[config.mk]
export PLATFORM = sky130hd
export DESIGN_NAME = des_perm_pipe_flat
export DESIGN_NICKNAME = d
export VERILOG_FILES = /design/src/rtl/des_perm_pipe_if.sv /design/src/rtl/des_perm_pipe.sv /design/src/flat_wrapper.sv
export SDC_FILE = /design/constraint.sdc
export NUM_CORES = 1
export LEC_CHECK = 0
export ABC_CLOCK_PERIOD_IN_PS = 4760
export CAP_MARGIN = 5
export CELL_PAD_IN_SITES_DETAIL_PLACEMENT = 0
export CELL_PAD_IN_SITES_GLOBAL_PLACEMENT = 2
export CORE_MARGIN = 2
export CORE_UTILIZATION = 29
export CTS_BUF_LIST = sky130_fd_sc_hd__clkbuf_8
export CTS_CLUSTER_DIAMETER = 80
export CTS_CLUSTER_SIZE = 10
export DETAILED_ROUTE_END_ITERATION = 10
export HOLD_SLACK_MARGIN = 0.02
export PLACE_DENSITY = 0.88
export REMOVE_ABC_BUFFERS = 1
export SLEW_MARGIN = 20
export SYNTH_ARGS = -nofsm -noshare
export SYNTH_HDL_FRONTEND = slang
export SYNTH_SLANG_ARGS = --single-unit
[constraint.sdc]
create_clock -name clk -period 4.76 [get_ports clk]
set_input_delay 1.428 -clock clk [delete_from_list [all_inputs] [get_ports clk]]
set_output_delay 1.428 -clock clk [all_outputs]
set_load 0.05 [all_outputs]
[src/rtl/des_perm_pipe_if.sv]
// Stream interface for des_perm_pipe: input block handshake, output block
// handshake and the delivered-block counter. The engine uses the slave view.
interface des_perm_pipe_if #(
    parameter int unsigned CNT_W = 16
) ();
    logic             in_valid;
    logic             in_ready;
    logic [1:0]       in_mode;
    logic [1:64]      in_data;
    logic             out_valid;
    logic             out_ready;
    logic [1:64]      out_data;
    logic [1:32]      out_left;
    logic [1:32]      out_right;
    logic [1:0]       out_mode;
    logic [CNT_W-1:0] blk_count;

    modport master (
        output in_valid, in_mode, in_data, out_ready,
        input  in_ready, out_valid, out_data, out_left, out_right, out_mode, blk_count
    );

    modport slave (
        input  in_valid, in_mode, in_data, out_ready,
        output in_ready, out_valid, out_data, out_left, out_right, out_mode, blk_count
    );
endinterface

[src/rtl/des_perm_pipe.sv]
// Pipelined DES initial / final bit permutation with a valid/ready elastic
// pipeline of STAGES registers, a per-block mode and a delivered-block counter.
// Optional feature: define DES_PERM_BYPASS_EN to make mode 2'b10 pass the block
// through unpermuted; without it mode 2'b10 is treated as IP.
module des_perm_pipe #(
    parameter int unsigned STAGES = 2,
    parameter int unsigned CNT_W  = 16
) (
    input logic            clk,
    input logic            rst,
    des_perm_pipe_if.slave bus
);

    localparam int unsigned LAST = STAGES - 1;

    if (STAGES < 1 || STAGES > 4) begin : g_bad_stages
        $error("des_perm_pipe: STAGES must be in 1..4");
    end

    // Bit 1 is the MSB throughout; tables follow the DES numbering directly.
    function automatic logic [1:64] perm_ip(input logic [1:64] d);
        logic [1:64] p;
        p = '0;
        for (int r = 0; r < 8; r++) begin
            for (int c = 0; c < 8; c++) begin
                if (r < 4) p[8*r+c+1] = d[58+2*r-8*c];
                else       p[8*r+c+1] = d[57+2*(r-4)-8*c];
            end
        end
        return p;
    endfunction

    function automatic logic [1:64] perm_fp(input logic [1:64] d);
        logic [1:64] p;
        p = '0;
        for (int r = 0; r < 8; r++) begin
            for (int c = 0; c < 8; c++) begin
                if (c % 2 == 0) p[8*r+c+1] = d[40+4*c-r];
                else            p[8*r+c+1] = d[4*c+4-r];
            end
        end
        return p;
    endfunction

    logic [STAGES-1:0] valid_q, valid_d;
    logic [1:0]        mode_q [STAGES];
    logic [1:0]        mode_d [STAGES];
    logic [1:64]       data_q [STAGES];
    logic [1:64]       data_d [STAGES];
    logic [CNT_W-1:0]  cnt_q, cnt_d;
    logic [STAGES-1:0] adv;
    logic              in_ready_c;
    logic [1:64]       perm_data;

    // Select the permutation for the incoming block; reserved modes fall back to IP.
    always_comb begin
        perm_data = perm_ip(bus.in_data);
        case (bus.in_mode)
            2'b01:   perm_data = perm_fp(bus.in_data);
`ifdef DES_PERM_BYPASS_EN
            2'b10:   perm_data = bus.in_data;
`endif
            default: perm_data = perm_ip(bus.in_data);
        endcase
    end

    // Backward ready chain: a stage advances if the one after it is empty or advancing.
    always_comb begin
        logic ok;
        logic a;
        ok  = bus.out_ready;
        adv = '0;
        for (int k = int'(STAGES) - 1; k >= 0; k--) begin
            a      = valid_q[k] && ok;
            adv[k] = a;
            ok     = !valid_q[k] || a;
        end
        in_ready_c = ok;
    end

    // Next-state for each stage; payload only loads when a valid block moves in.
    always_comb begin
        valid_d = valid_q;
        mode_d  = mode_q;
        data_d  = data_q;
        if (in_ready_c) begin
            valid_d[0] = bus.in_valid;
            if (bus.in_valid) begin
                mode_d[0] = bus.in_mode;
                data_d[0] = perm_data;
            end
        end
        for (int k = 1; k < int'(STAGES); k++) begin
            if (!valid_q[k] || adv[k]) begin
                valid_d[k] = valid_q[k-1];
                if (valid_q[k-1]) begin
                    mode_d[k] = mode_q[k-1];
                    data_d[k] = data_q[k-1];
                end
            end
        end
    end

    // Delivered-block counter, wraps naturally at 2^CNT_W.
    always_comb begin
        cnt_d = cnt_q;
        if (valid_q[LAST] && bus.out_ready) cnt_d = cnt_q + CNT_W'(1);
    end

    // State registers with synchronous reset discarding all in-flight blocks.
    always_ff @(posedge clk) begin
        if (rst) begin
            valid_q <= '0;
            mode_q  <= '{default: '0};
            data_q  <= '{default: '0};
            cnt_q   <= '0;
        end else begin
            valid_q <= valid_d;
            mode_q  <= mode_d;
            data_q  <= data_d;
            cnt_q   <= cnt_d;
        end
    end

    assign bus.in_ready  = in_ready_c;
    assign bus.out_valid = valid_q[LAST];
    assign bus.out_data  = data_q[LAST];
    assign bus.out_left  = data_q[LAST][1:32];
    assign bus.out_right = data_q[LAST][33:64];
    assign bus.out_mode  = mode_q[LAST];
    assign bus.blk_count = cnt_q;

endmodule

[src/flat_wrapper.sv]
// flat-port wrapper written by rule: the top's interface ports become plain ports
module des_perm_pipe_flat 
#(
    parameter int unsigned STAGES = 2,
    parameter int unsigned CNT_W  = 16
)
  (clk, rst, bus_in_valid, bus_in_mode, bus_in_data, bus_out_ready, bus_in_ready, bus_out_valid, bus_out_data, bus_out_left, bus_out_right, bus_out_mode, bus_blk_count);
  des_perm_pipe_if #(.CNT_W(CNT_W)) bus_i ();
  input logic clk;
  input logic rst;
  input wire logic [$bits(bus_i.in_valid)-1:0] bus_in_valid;
  input wire logic [$bits(bus_i.in_mode)-1:0] bus_in_mode;
  input wire logic [$bits(bus_i.in_data)-1:0] bus_in_data;
  input wire logic [$bits(bus_i.out_ready)-1:0] bus_out_ready;
  output wire logic [$bits(bus_i.in_ready)-1:0] bus_in_ready;
  output wire logic [$bits(bus_i.out_valid)-1:0] bus_out_valid;
  output wire logic [$bits(bus_i.out_data)-1:0] bus_out_data;
  output wire logic [$bits(bus_i.out_left)-1:0] bus_out_left;
  output wire logic [$bits(bus_i.out_right)-1:0] bus_out_right;
  output wire logic [$bits(bus_i.out_mode)-1:0] bus_out_mode;
  output wire logic [$bits(bus_i.blk_count)-1:0] bus_blk_count;
  assign bus_i.in_valid = bus_in_valid;
  assign bus_i.in_mode = bus_in_mode;
  assign bus_i.in_data = bus_in_data;
  assign bus_i.out_ready = bus_out_ready;
  assign bus_in_ready = bus_i.in_ready;
  assign bus_out_valid = bus_i.out_valid;
  assign bus_out_data = bus_i.out_data;
  assign bus_out_left = bus_i.out_left;
  assign bus_out_right = bus_i.out_right;
  assign bus_out_mode = bus_i.out_mode;
  assign bus_blk_count = bus_i.blk_count;
  des_perm_pipe #(.STAGES(STAGES), .CNT_W(CNT_W)) u_core (.clk(clk), .rst(rst), .bus(bus_i));
endmodule
; Yosys cells after proc, flatten, opt, wreduce, memory -nomap -nowiden
; Cells that the tools add are included.
[classes]
n_addsub = 1
n_eq_ne = 1
muxes = 1
reduce_logical = 8
[ops]
columns = op, count
row1 = $mux W64, 1
row2 = $add A16 B1 Y16 const B, 1
row3 = $reduce_and A2 Y1, 2
row4 = $eq A2 B1 Y1 const B, 1
row5 = $logic_and A1 B1 Y1, 2
row6 = $logic_not A1 Y1, 2
row7 = $logic_or A1 B1 Y1, 2
[totals]
ff_bits = 150
input_bits = 70
out_inout_bits = 148
wordCells = 18

; Longest topological paths before layout
[logic_depth]
word_depth = 5
depth_mapped = 6
depth_no_buf = 5

; Worst setup path before layout
; OpenSTA, ideal clock, no wires.
[synth_timing]
path_kind = input-to-output
from = input bus_out_ready
to = output bus_in_ready
arrival_time_ns = 1.916
t_required_ns = 3.332
path_slack_ns = 1.416
cell_stages = 1
n_path_buf = 0
path_cell_list = nand3b_1
[synth_between]
elab_chain_cells = 4
[synth_lines]
columns = item, line
row1 = start: declaration, flat_wrapper.sv:14  ; input wire logic [$bits(bus_i.out_ready)-1:0] bus_out_ready;
row2 = $logic_and A1 B1 Y1, des_perm_pipe.sv:74  ; a = valid_q[k] && ok;
row3 = $logic_or A1 B1 Y1, des_perm_pipe.sv:76  ; ok = !valid_q[k] || a;
row4 = $logic_and A1 B1 Y1, des_perm_pipe.sv:74
row5 = $logic_or A1 B1 Y1, des_perm_pipe.sv:76
row6 = end: declaration, flat_wrapper.sv:15  ; output wire logic [$bits(bus_i.in_ready)-1:0] bus_in_ready;
; No other way between the ends.

; Worst setup path after layout
; Ends and elaborated chain as after synthesis.

==> flow_summary.ini <==
[run_status]
status = finished, final reports clean

[pwr]
seq_power_share_pct = 49.6
ir_drop_v = 0.000122
p_sw_share_pct = 31.0
p_int_mw = 1.89
clockPowerShare_pct = 33.7
p_leak_nw = 3.01
finalPower_mw = 2.73
p_sw_uw = 846
p_comb_share_pct = 16.7
p_per_area_nw_per_um2 = 314

[timing]
finalMaxSlewViolations = 0
post-route-min-period_ns = 3.84
tightestPinTransition_ns = 0.869
final_hold_viol_count = 0
rsz0062_at_grt = false
finalSetupViolCount = 0
max_freq_mhz = 260
fin_setup_tns_ns = 0
slew_headroom_pct = 42.0
fin_skew_ns = 0.0115
period_share_pct = 80.7

[cts]
cts_buffers = 17
ctsHoldBuffers = 0
cts_resized = 0
htree_levels = 4
clock_sinks = 150
root_buffer = clkbuf_8
tritoncts = yes
cts.path.max_buffers = 2
clock_latency_ns = 0.44
post-cts-setup-buffers = 0
path_clk_slew_ns = 0.09

[die]
initial_core_util_pct = 29.3
coreArea_um2 = 23300
num_rows = 56
die_y_um = 158
dieArea_um2 = 24800
die_w_um = 158
ios = 218

[critical_path]
path_class = primary input to output pin
end_kind = output pin
cp-start-kind = primary input
path_max_fanout = 7
crit_arrival_ns = 2.41
worstPathRequired_ns = 3.33

[placement]
dp_hpwl_mm = 10.8
routabilityCongestion = 0.695
io_buffers = 217

[detailed_routing]
drc = 0
wl_per_cell_um = 13.7
wl_mm = 16.3
drtPass1Iterations = 4
drt-initial-drc-count = 177
via_count = 5287
via_per_inst = 4.42
drt.antenna.violating_nets = 0

[layout]
nets = 935
layout-area-overhead-vs-synth_pct = 27.0
drive_gt1_share_pct = 5.82

[yosys]
post_synth.cell_area_avg_um2 = 8.52
synth_top_area_share_pct = 43.9
yosysTopAreaCell = dfxtp_1
syn_area_um2 = 6840
ys_seq_elements = 150
synth_cells = 803
synth_area_leaders = dfxtp_1, buf_4, mux2i_1
synth-warning-count = 0
ys_seq_area_share_pct = 43.9
synthDistinctLibCells = 34

[global_route]
grt_usage_pct = 13.3
grt_max_degree = 91
grt_overflow = 0
grt_antenna_before_repair = 1
grt_first_pass_wirelength_mm = 25.9
grt_pass1_vias = 5042

[hold_path]
hold_path.class = flop to flop

[flow_run]
maxCapViolCount = 0
## flip-flops by register name, summed over array words and instances (netlist names)
register,cells
u_core.data_q,64
u_core.bus.blk_count,16
u_core.bus.out_mode,2
u_core.bus.out_data,64
u_core.valid_q,2
u_core.mode_q,2
## kinds of logic (layout without fill, tap and decap cells)
| logic type | count (synthesis) | count (layout) | share of synthesized area [%] |
|---|---|---|---|
| AND/OR/NAND/NOR | 254 | 254 | 15.0 |
| buffers and inverters | 184 | 258 | 17.9 |
| flip-flops | 150 | 150 | 43.9 |
| AO/OA/AOI/OAI | 143 | 143 | 12.8 |
| multiplexers | 61 | 61 | 8.94 |
| XOR/XNOR | 10 | 10 | 1.28 |
| adder cells (fa/ha/maj) | 1 | 1 | 0.183 |
| other | 0 | 1 | 0 |
## metrics by stage
| step | setup slack (ns) | utilization, % | instance area (um2) | hold WS (ns) | std cells |
|---|---|---|---|---|---|
| finish | 0.919 | 37.2 | 8690 | 0.445 | 1197 |
| global route | 0.872 | 37.2 | 8690 | 0.468 | 1196 |
| CTS | 0.907 | 37.2 | 8690 | 0.445 | 1196 |
| detailed placement | 0.910 | 35.7 | 8320 | 0.443 | 1164 |
| global placement | 0.923 | 35.7 | 8320 | 0.438 | 1164 |
| floorplan | -1.26 | - | 5620 | 0.426 | 620 |
## layer usage
layer	vias up	share of wire (%)	wire, um	GRT usage, %
met3	15	5.5	901	3.48
met4	2	1.2	201	4.81
met1	2440	47	7610	16.8
met5	-	0.080	13	0
met2	138	47	7620	21.8
li1	2692	-	-	-
## path summary, 6_finish.rpt
check / from / end / slack, ns / cells after the start
min reg2reg: u_core.data_q[94] / u_core.bus.out_data[34] / 0.44 / 2
min: u_core.data_q[94] / u_core.bus.out_data[34] / 0.44 / 2
max: bus_out_ready / bus_in_ready / 0.92 / 3
max reg2reg: u_core.valid_q[1] / u_core.bus.out_data[40] / 2.81 / 5
## critical path: stages
cell and delay (ns):
clkdlybuf4s50_1 0.58, nand3b_1 0.19, buf_4 0.22
## power by group through the flow
stage	logic, mW	registers [mW]	clock network (mW)
floorplan	0.145	1.50	0
global placement	0.460	1.38	0
detailed placement	0.463	1.38	0
CTS	0.464	1.36	0.977
global route	0.494	1.36	1.03
finish	0.457	1.35	0.921
## layout by cell type (no fill, tap or decap), drive strengths merged, types with 2 or more instances in the layout
cell	instances
clkdlybuf4s50	215
nand2	155
dfxtp	150
a21oi	79
nor2	73
mux2i	60
a211oi	60
clkbuf	18
buf	10
xor2	8
inv	8
nand3	6
clkinv	6
nor2b	3
and4	3
o31ai	2
or4	2
nand4	2
o21ai	2
or3	2
nor4	2
xnor2	2
## layout make-up
| cell class | count | area, um2 |
|---|---|---|
| repair buffers | 225 | 2280 |
| inverters | 1 | 3.75 |
| well taps | 319 | 399 |
| clock buffers | 18 | 248 |
| clock inverters | 14 | 118 |
| diodes | 1 | 2.50 |
| multi-input cells | 469 | 2640 |
| flip-flops and latches | 150 | 3000 |
| fillers | 2443 | 14600 |
## synth_stat cells
master and n:
dfxtp_1 150, nor2_1 73, and3_1 1, clkbuf_1 23, buf_2 23, nand2_1 155, nand2b_1 1, and4_1 1
ha_1 1, buf_6 1, xnor2_1 2, clkbuf_8 1, inv_1 1, nand3_1 6, and4_2 2, a21oi_2 1
nand4_1 2, nor4_1 2, o21ai_0 2, and2b_2 1, nor3_1 1, mux2_2 1, o31ai_1 2, nor2b_1 3
or2_1 1, buf_4 130, a211oi_1 60, buf_1 5, a21oi_1 78, or3_2 2, xor2_1 8, mux2i_1 60
nand3b_1 1, or4_1 2
Note: power is estimated with default switching activity, not from simulation.
